==> src/rtl/datapath_pkg.sv <==
// Shared types for the multi-cycle datapath.
//   alu_op_t    : ALUControl encodings (codes not listed here execute ADD)
//   mul_state_t : iterative multiplier states
package datapath_pkg;

  typedef enum logic [3:0] {
    ALU_ADD  = 4'd0,
    ALU_SUB  = 4'd1,
    ALU_AND  = 4'd2,
    ALU_OR   = 4'd3,
    ALU_XOR  = 4'd4,
    ALU_SLT  = 4'd5,
    ALU_SLTU = 4'd6,
    ALU_SLL  = 4'd7,
    ALU_SRL  = 4'd8,
    ALU_SRA  = 4'd9
  } alu_op_t;

  typedef enum logic [1:0] {
    IDLE = 2'd0,
    RUN  = 2'd1,
    WB   = 2'd2
  } mul_state_t;

  localparam alu_op_t ALU_DEFAULT = ALU_ADD;

endpackage

==> src/rtl/datapath_mc_if.sv <==
// Controller/memory-facing bundle of the multi-cycle datapath.
//   master : controller side (drives decoded fields and control, ReadData)
//   slave  : datapath side (drives flags, PCReg, Address, WriteData, Busy, Stall)
interface datapath_mc_if #(
  parameter int NBITS      = 8,
  parameter int NREGS      = 32,
  parameter int WIDTH_ALUF = 4
);
  localparam int RW = $clog2(NREGS);

  logic [RW-1:0]         RS1, RS2, RD;
  logic [NBITS-1:0]      IMM;
  logic [WIDTH_ALUF-1:0] ALUControl;
  logic                  ALUSrc, MemtoReg, RegWrite, link;
  logic [NBITS-1:0]      pclink;
  logic                  MulStart, MulHigh;
  logic                  Zero, Neg, Carry;
  logic [NBITS-1:0]      PCReg;
  logic [NBITS-3:0]      Address;
  logic [NBITS-1:0]      WriteData;
  logic [NBITS-1:0]      ReadData;
  logic                  Busy, Stall;

  modport master (
    output RS1, RS2, RD, IMM, ALUControl, ALUSrc, MemtoReg, RegWrite,
           link, pclink, MulStart, MulHigh, ReadData,
    input  Zero, Neg, Carry, PCReg, Address, WriteData, Busy, Stall
  );

  modport slave (
    input  RS1, RS2, RD, IMM, ALUControl, ALUSrc, MemtoReg, RegWrite,
           link, pclink, MulStart, MulHigh, ReadData,
    output Zero, Neg, Carry, PCReg, Address, WriteData, Busy, Stall
  );
endinterface

==> src/rtl/datapath_mc_mul.sv <==
// Iterative shift-add unsigned multiplier (one partial product per cycle).
//   clock, reset : clock, synchronous active-high reset (aborts any operation)
//   start        : accepted only when idle; latches a, b and high
//   busy         : state != IDLE
//   done         : one-cycle pulse while in WB, p is final then
//   p            : low or high NBITS of a*b, chosen by the latched high
module mul_iter
  import datapath_pkg::*;
#(
  parameter int NBITS = 8
) (
  input  logic             clock,
  input  logic             reset,
  input  logic             start,
  input  logic [NBITS-1:0] a,
  input  logic [NBITS-1:0] b,
  input  logic             high,
  output logic             busy,
  output logic             done,
  output logic [NBITS-1:0] p
);
  localparam int CW = $clog2(NBITS);

  mul_state_t         state, state_nx;
  logic [2*NBITS-1:0] acc, a_sh;
  logic [NBITS-1:0]   b_sh;
  logic [CW-1:0]      cnt;
  logic               high_q;

  always_ff @(posedge clock) begin
    if (reset) begin
      state  <= IDLE;
      acc    <= '0;
      a_sh   <= '0;
      b_sh   <= '0;
      cnt    <= '0;
      high_q <= 1'b0;
    end else begin
      state <= state_nx;
      case (state)
        IDLE: if (start) begin
          a_sh   <= (2*NBITS)'(a);
          b_sh   <= b;
          acc    <= '0;
          cnt    <= CW'(NBITS-1);
          high_q <= high;
        end
        RUN: begin
          // a_sh holds A<<k for iteration k; b_sh[0] is bit k of B
          if (b_sh[0]) acc <= acc + a_sh;
          a_sh <= a_sh << 1;
          b_sh <= b_sh >> 1;
          cnt  <= cnt - CW'(1);
        end
        default: ;
      endcase
    end
  end

  always_comb begin
    state_nx = state;
    case (state)
      IDLE:    if (start) state_nx = RUN;
      RUN:     if (cnt == '0) state_nx = WB;
      WB:      state_nx = IDLE;
      default: state_nx = IDLE;
    endcase
  end

  assign busy = (state != IDLE);
  assign done = (state == WB);
  assign p    = high_q ? acc[2*NBITS-1:NBITS] : acc[NBITS-1:0];

endmodule

==> src/rtl/datapath_mc.sv <==
// Multi-cycle datapath: 2-read/1-write register file (reg 0 hard zero),
// ALU with subtraction-based compare flags, result/writeback mux and an
// iterative multiplier that stalls the controller until its writeback.
//   clock, reset : clock, synchronous active-high reset
//   bus (slave)  : decoded fields/control in; flags, PCReg, Address,
//                  WriteData, Busy, Stall out; ReadData from memory
module datapath_mc
  import datapath_pkg::*;
#(
  parameter int NBITS      = 8,
  parameter int NREGS      = 32,
  parameter int WIDTH_ALUF = 4
) (
  input  logic          clock,
  input  logic          reset,
  datapath_mc_if.slave  bus
);
  localparam int RW = $clog2(NREGS);
  localparam int SW = $clog2(NBITS);

  logic [NBITS-1:0] regs [NREGS];
  logic [NBITS-1:0] src_a, src_b, rd2, alu_res, result;
  logic [NBITS:0]   diff;
  logic [SW-1:0]    shamt;
  logic [31:0]      op;

  logic             mul_busy, mul_done;
  logic [NBITS-1:0] mul_p;
  logic [RW-1:0]    mul_rd;

  logic             we;
  logic [RW-1:0]    wa;
  logic [NBITS-1:0] wd;

  // Reads are combinational with no bypass from the write port
  assign src_a = (bus.RS1 == '0) ? '0 : regs[bus.RS1];
  assign rd2   = (bus.RS2 == '0) ? '0 : regs[bus.RS2];
  assign src_b = bus.ALUSrc ? bus.IMM : rd2;
  assign shamt = src_b[SW-1:0];
  assign op    = 32'(bus.ALUControl);

  always_comb begin
    alu_res = src_a + src_b;
    case (op)
      32'(ALU_SUB):  alu_res = src_a - src_b;
      32'(ALU_AND):  alu_res = src_a & src_b;
      32'(ALU_OR):   alu_res = src_a | src_b;
      32'(ALU_XOR):  alu_res = src_a ^ src_b;
      32'(ALU_SLT):  alu_res = {{(NBITS-1){1'b0}}, ($signed(src_a) < $signed(src_b))};
      32'(ALU_SLTU): alu_res = {{(NBITS-1){1'b0}}, (src_a < src_b)};
      32'(ALU_SLL):  alu_res = src_a << shamt;
      32'(ALU_SRL):  alu_res = src_a >> shamt;
      32'(ALU_SRA):  alu_res = NBITS'($signed(src_a) >>> shamt);
      default:       alu_res = src_a + src_b;
    endcase
  end

  // Flags always reflect SrcA-SrcB regardless of the selected op
  assign diff      = {1'b0, src_a} + {1'b0, ~src_b} + (NBITS+1)'(1);
  assign bus.Zero  = (diff[NBITS-1:0] == '0);
  assign bus.Neg   = ($signed(src_a) < $signed(src_b));
  assign bus.Carry = diff[NBITS];

  assign result = bus.link ? bus.pclink : (bus.MemtoReg ? bus.ReadData : alu_res);

  assign bus.PCReg     = src_a;
  assign bus.Address   = alu_res[NBITS-1:2];
  assign bus.WriteData = rd2;
  assign bus.Busy      = mul_busy;
  assign bus.Stall     = bus.MulStart | mul_busy;

  mul_iter #(.NBITS(NBITS)) u_mul (
    .clock (clock),
    .reset (reset),
    .start (bus.MulStart),
    .a     (src_a),
    .b     (rd2),
    .high  (bus.MulHigh),
    .busy  (mul_busy),
    .done  (mul_done),
    .p     (mul_p)
  );

  always_ff @(posedge clock) begin
    if (reset) mul_rd <= '0;
    else if (bus.MulStart && !mul_busy) mul_rd <= bus.RD;
  end

  // Multiplier writeback only happens while Stall is high, so it never
  // competes with a normal write in the same cycle.
  always_comb begin
    we = 1'b0;
    wa = '0;
    wd = '0;
    if (mul_done) begin
      we = (mul_rd != '0);
      wa = mul_rd;
      wd = mul_p;
    end else if (bus.RegWrite && !bus.Stall && bus.RD != '0) begin
      we = 1'b1;
      wa = bus.RD;
      wd = result;
    end
  end

  always_ff @(posedge clock) begin
    if (reset) begin
      for (int unsigned i = 0; i < NREGS; i++) regs[i] <= '0;
    end else if (we) begin
      regs[wa] <= wd;
    end
  end

endmodule

==> src/flat_wrapper.sv <==
// flat-port wrapper written by rule: the top's interface ports become plain ports
module datapath_mc_flat import datapath_pkg::*;
#(
  parameter int NBITS      = 8,
  parameter int NREGS      = 32,
  parameter int WIDTH_ALUF = 4
)
  (clock, reset, bus_RS1, bus_RS2, bus_RD, bus_IMM, bus_ALUControl, bus_ALUSrc, bus_MemtoReg, bus_RegWrite, bus_link, bus_pclink, bus_MulStart, bus_MulHigh, bus_ReadData, bus_Zero, bus_Neg, bus_Carry, bus_PCReg, bus_Address, bus_WriteData, bus_Busy, bus_Stall);
  datapath_mc_if #(.NBITS(NBITS), .NREGS(NREGS), .WIDTH_ALUF(WIDTH_ALUF)) bus_i ();
  input  logic clock;
  input  logic reset;
  input wire logic [$bits(bus_i.RS1)-1:0] bus_RS1;
  input wire logic [$bits(bus_i.RS2)-1:0] bus_RS2;
  input wire logic [$bits(bus_i.RD)-1:0] bus_RD;
  input wire logic [$bits(bus_i.IMM)-1:0] bus_IMM;
  input wire logic [$bits(bus_i.ALUControl)-1:0] bus_ALUControl;
  input wire logic [$bits(bus_i.ALUSrc)-1:0] bus_ALUSrc;
  input wire logic [$bits(bus_i.MemtoReg)-1:0] bus_MemtoReg;
  input wire logic [$bits(bus_i.RegWrite)-1:0] bus_RegWrite;
  input wire logic [$bits(bus_i.link)-1:0] bus_link;
  input wire logic [$bits(bus_i.pclink)-1:0] bus_pclink;
  input wire logic [$bits(bus_i.MulStart)-1:0] bus_MulStart;
  input wire logic [$bits(bus_i.MulHigh)-1:0] bus_MulHigh;
  input wire logic [$bits(bus_i.ReadData)-1:0] bus_ReadData;
  output wire logic [$bits(bus_i.Zero)-1:0] bus_Zero;
  output wire logic [$bits(bus_i.Neg)-1:0] bus_Neg;
  output wire logic [$bits(bus_i.Carry)-1:0] bus_Carry;
  output wire logic [$bits(bus_i.PCReg)-1:0] bus_PCReg;
  output wire logic [$bits(bus_i.Address)-1:0] bus_Address;
  output wire logic [$bits(bus_i.WriteData)-1:0] bus_WriteData;
  output wire logic [$bits(bus_i.Busy)-1:0] bus_Busy;
  output wire logic [$bits(bus_i.Stall)-1:0] bus_Stall;
  assign bus_i.RS1 = bus_RS1;
  assign bus_i.RS2 = bus_RS2;
  assign bus_i.RD = bus_RD;
  assign bus_i.IMM = bus_IMM;
  assign bus_i.ALUControl = bus_ALUControl;
  assign bus_i.ALUSrc = bus_ALUSrc;
  assign bus_i.MemtoReg = bus_MemtoReg;
  assign bus_i.RegWrite = bus_RegWrite;
  assign bus_i.link = bus_link;
  assign bus_i.pclink = bus_pclink;
  assign bus_i.MulStart = bus_MulStart;
  assign bus_i.MulHigh = bus_MulHigh;
  assign bus_i.ReadData = bus_ReadData;
  assign bus_Zero = bus_i.Zero;
  assign bus_Neg = bus_i.Neg;
  assign bus_Carry = bus_i.Carry;
  assign bus_PCReg = bus_i.PCReg;
  assign bus_Address = bus_i.Address;
  assign bus_WriteData = bus_i.WriteData;
  assign bus_Busy = bus_i.Busy;
  assign bus_Stall = bus_i.Stall;
  datapath_mc #(.NBITS(NBITS), .NREGS(NREGS), .WIDTH_ALUF(WIDTH_ALUF)) u_core (.clock(clock), .reset(reset), .bus(bus_i));
endmodule
==> config.mk <==
export PLATFORM = sky130hd
export DESIGN_NAME = datapath_mc_flat
export DESIGN_NICKNAME = d
export VERILOG_FILES = /design/src/rtl/datapath_pkg.sv /design/src/rtl/datapath_mc_if.sv /design/src/rtl/datapath_mc_mul.sv /design/src/rtl/datapath_mc.sv /design/src/flat_wrapper.sv
export SDC_FILE = /design/constraint.sdc
export NUM_CORES = 1
export LEC_CHECK = 0
export ABC_AREA = 1
export CAP_MARGIN = 30
export CORE_MARGIN = 10
export CORE_UTILIZATION = 35
export DETAILED_ROUTE_END_ITERATION = 6
export DONT_BUFFER_PORTS = 1
export HOLD_SLACK_MARGIN = 0.06
export SETUP_SLACK_MARGIN = 0.2
export SLEW_MARGIN = 20
export SYNTH_ARGS = -nofsm -noshare
export SYNTH_HDL_FRONTEND = slang
export SYNTH_SLANG_ARGS = --single-unit
==> constraint.sdc <==
create_clock -name clock -period 6.9 [get_ports clock]
set_input_delay 0.69 -clock clock [delete_from_list [all_inputs] [get_ports clock]]
set_output_delay 0.69 -clock clock [all_outputs]
set_load 0.01 [all_outputs]
==> impl_metrics.csv <==
group,metric,value,unit
outcome,status,"finished with violations",
outcome,violations,"design-rule violations",
clock_network,cts_buffers,37,
floorplan,pin_count,78,
power_and_ir_drop,p_per_area,234,mW/mm2
cells_and_area,drive_above_1_share,0.0696,
sta,fmax,177,MHz
drt,vias,18894,
clock_network,clockBufferDepth,3,
sta,clock_skew,24.7,ps
power_and_ir_drop,p_leak,7.93,nW
global_route,grt_usage,0.215,
global_route,grt_start_max_net_pins,130,
clock_network,ctsResizeCount,0,
drt,detail_route.wirelength,74300,um
sta,worst_slew_pin_slew,923,ps
clock_network,cts_tree,"built",
worst_setup_path,rr_worst_depth,27,
yosys,synth_area,0.0195,mm2
yosys,yosys.area.top_type,"edfxtp_1",
worst_setup_path,crit_slowest_cell,"inv_2",
cells_and_area,nets,2512,
drt,vias_per_cell,5.92,
clock_network,clock_sink_count,307,
hold_path,min_path_type,"input port to register",
yosys,ys_seq_area_frac,0.447,
sta,slew_headroom,0.383,
drt,drt_iter0_markers,2890,
yosys,ys_ff_latch,307,
global_route,gr-total-overflow,0,
sta,finalHoldViolations,0,
yosys,synthFlopType,"edfxtp_1",
worst_setup_path,criticalPathCategory,"input port to output port",
floorplan,std_cell_rows,86,
clock_network,cts_setup_buffers,0,
sta,finalSetupViolCount,0,
sta,whs,200,ps
clock_network,clk_latency,560,ps
yosys,ys_types,51,
yosys,yosysWarnings,0,
sta,slew_violations,0,
clock_network,cts_root_buf,"clkbuf_16",
sta,tns,0,ps
placement,hpwlAfterDp,48700,um
power_and_ir_drop,vdd_drop_max,156,uV
drt,final_antenna_net_count,0,
yosys,synth_enable_flop_cells,256,
placement,gp_congestion,0.975,
worst_setup_path,worstPathArrival,4970,ps
yosys,async_flop_share,0,
worst_setup_path,timing.rr.end,"u_core.regs[14][0]",
worst_setup_path,setup.worst_path.end,"bus_Address[3]",
clock_network,postCtsHoldBufs,0,
sta,rsz0062_at_grt,"no",
yosys,synth.avg_cell_area,7.75,um2
clock_network,clk_pin_slew,60,ps
global_route,grt_pass1_vias,17600,
worst_setup_path,required,6210,ps
drt,drtPass1Iterations,7,
worst_setup_path,critPathLaunch,"bus_RS1[1]",
drt,route.detailed.drc,2,
floorplan,die_w,256,um
floorplan,die_y,256,um
yosys,synth_top_area_share,0.395,
yosys,synthTopCellsByArea,"edfxtp_1 (39%), nand2_1 (13%), a21oi_1 (8.6%)",
drt,wl_per_cell,23.3,um
worst_setup_path,crit_fanout,64,
global_route,grt_antenna_before_repair,0,
worst_setup_path,r2r_start,"u_core.regs[24][0]",
worst_setup_path,end_kind,"output port",
floorplan,coreArea,0.0551,mm2
sta,finalCritPeriodShare,0.820,
sta,period_needed,5660,ps
worst_setup_path,path_cells,"inv_2 > buf_4 > nand3_1 > nand3_1 > nand2_1 > a21oi_1 > o21ai_1 > nand3_1 > inv_1 > ha_1 > nand2_1 > o21ai_0 > a21oi_1 > o21bai_1 > xor2_1 > o211ai_1 > a21oi_1 > a21boi_0",
clock_network,h-tree-depth,2,
cells_and_area,syn_to_final_growth,8.25,%
floorplan,initial_core_util,0.354,
job,maxCapViolations,0,
cells_and_area,n_antenna_cell,0,
worst_setup_path,slowest_delay,570,ps
yosys,synthCells,2512,
worst_setup_path,rrSetupSlack,1700,ps
placement,io_buffers,0,
global_route,grt_pass1_wl,111000,um
floorplan,die-area,0.0655,mm2
worst_setup_path,cp-start-kind,"input port",
-- worst min path at each step --
stage,from,to,slack (ps),cells past startpoint
after floorplan,u_core.u_mul.b_sh[0],u_core.u_mul.b_sh[0],450,2
after global placement,u_core.u_mul.b_sh[2],u_core.u_mul.b_sh[2],450,2
after detailed placement,u_core.u_mul.b_sh[7],u_core.u_mul.b_sh[7],450,2
after CTS,reset,u_core.u_mul.state[0],190,1
after global routing,reset,u_core.u_mul.state[0],180,1
final,reset,u_core.u_mul.state[0],200,1
-- where the power goes --
part           switching [mW]  total [mW]  internal (mW)
Combinational           0.600       0.837          0.236
Sequential             0.0515        2.13           2.08
Clock                   0.811        1.97           1.16
Total                    1.46        4.93           3.47
-- stage by stage --
stage	utilization	worst slack, ps	total power, mW	cell area, um2	std cells
after floorplan	-	2290	2.76	19500	2519
after global placement	0.361	915	2.98	19900	3125
after detailed placement	0.361	759	2.98	19900	3125
after CTS	0.383	1320	4.92	21100	3190
after global routing	0.383	973	5.09	21100	3190
final	0.383	1240	4.93	21100	3190
-- synthesized netlist by cell type (3+ instances only) --
| master | n |
|---|---|
| nand2_1 | 660 |
| a21oi_1 | 334 |
| nand3_1 | 306 |
| edfxtp_1 | 256 |
| nor2_1 | 191 |
| o21ai_0 | 139 |
| inv_1 | 114 |
| clkbuf_1 | 91 |
| dfxtp_1 | 51 |
| buf_2 | 45 |
| ha_1 | 42 |
| a21oi_2 | 30 |
| buf_4 | 30 |
| o221ai_1 | 30 |
| o211ai_1 | 29 |
| o22ai_1 | 22 |
| inv_2 | 17 |
| buf_6 | 14 |
| o21ai_1 | 11 |
| clkinv_1 | 9 |
| xor2_1 | 8 |
| nand3_2 | 7 |
| o31ai_1 | 7 |
| nand2_2 | 6 |
| nand4_1 | 6 |
| nor3_1 | 6 |
| o21bai_1 | 6 |
| o32ai_1 | 5 |
| or2_2 | 4 |
| a211oi_1 | 3 |
| buf_1 | 3 |
| fa_1 | 3 |
-- layer usage --
metal	global-route usage	vias to the layer above	routed length [um]
met1	0.290	9088	30700
met4	0.0696	0	2150
met5	0	-	0
met3	0.0461	154	7820
li1	-	8506	-
met2	0.338	1146	33600
-- sequential cells by signal (all words and copies together) (netlist names) --
signal / flops
u_core.u_mul.state: 2
u_core.regs: 256
u_core.u_mul.b_sh: 8
u_core.u_mul.high_q: 1
u_core.u_mul.a_sh: 16
u_core.u_mul.cnt: 3
u_core.u_mul.acc: 16
u_core.mul_rd: 5
-- logic make-up (layout without fill, tap and decap cells) --
logic type | count (synthesis) | after routing | share of synthesized area
xor gates and xnor gates | 10 | 10 | 0.00450
and+or+nand+nor | 1194 | 1194 | 0.256
DFF | 307 | 307 | 0.447
AOI/OAI and AO/OA | 632 | 632 | 0.186
adders and majority gates | 45 | 45 | 0.0301
buffers and inverters | 323 | 246 | 0.0763
other | 1 | 8 | 0.000193
-- placed cells by master (no fill, tap or decap), types with 5 or more instances in the layout --
| master | instances |
|---|---|
| clkbuf_1 | 11 |
| o22ai_1 | 22 |
| buf_4 | 35 |
| o21ai_2 | 8 |
| clkbuf_16 | 39 |
| inv_1 | 114 |
| o31ai_1 | 7 |
| a21oi_2 | 30 |
| edfxtp_1 | 256 |
| clkinv_1 | 14 |
| conb_1 | 8 |
| o211ai_1 | 29 |
| o221ai_1 | 30 |
| nor3_1 | 6 |
| buf_12 | 6 |
| inv_2 | 15 |
| nand4_1 | 6 |
| nand2_1 | 660 |
| a21oi_1 | 334 |
| nand3_2 | 7 |
| dfxtp_1 | 51 |
| o21ai_1 | 11 |
| o21ai_0 | 131 |
| nand2_2 | 6 |
| ha_1 | 42 |
| o32ai_1 | 5 |
| o21bai_1 | 6 |
| xor2_1 | 8 |
| nand3_1 | 306 |
| nor2_1 | 190 |
-- critical path: cells and delay by family --
kind,cells,cell delay [ps]
adders and majority gates,1,390
buffers and inverters,3,1220
and+or+nand+nor,5,690
AOI/OAI and AO/OA,8,1800
xor gates and xnor gates,1,110
-- cell type report --
class,instances,area (um2)
clock inverter,14,148
sequential,307,8710
timing repair buffer,41,383
tap,748,936
inverter,140,529
multi-input combinational,1889,9350
clock buffer,51,1030
fill,5692,34000
Note: power is estimated with default switching activity, not from simulation.
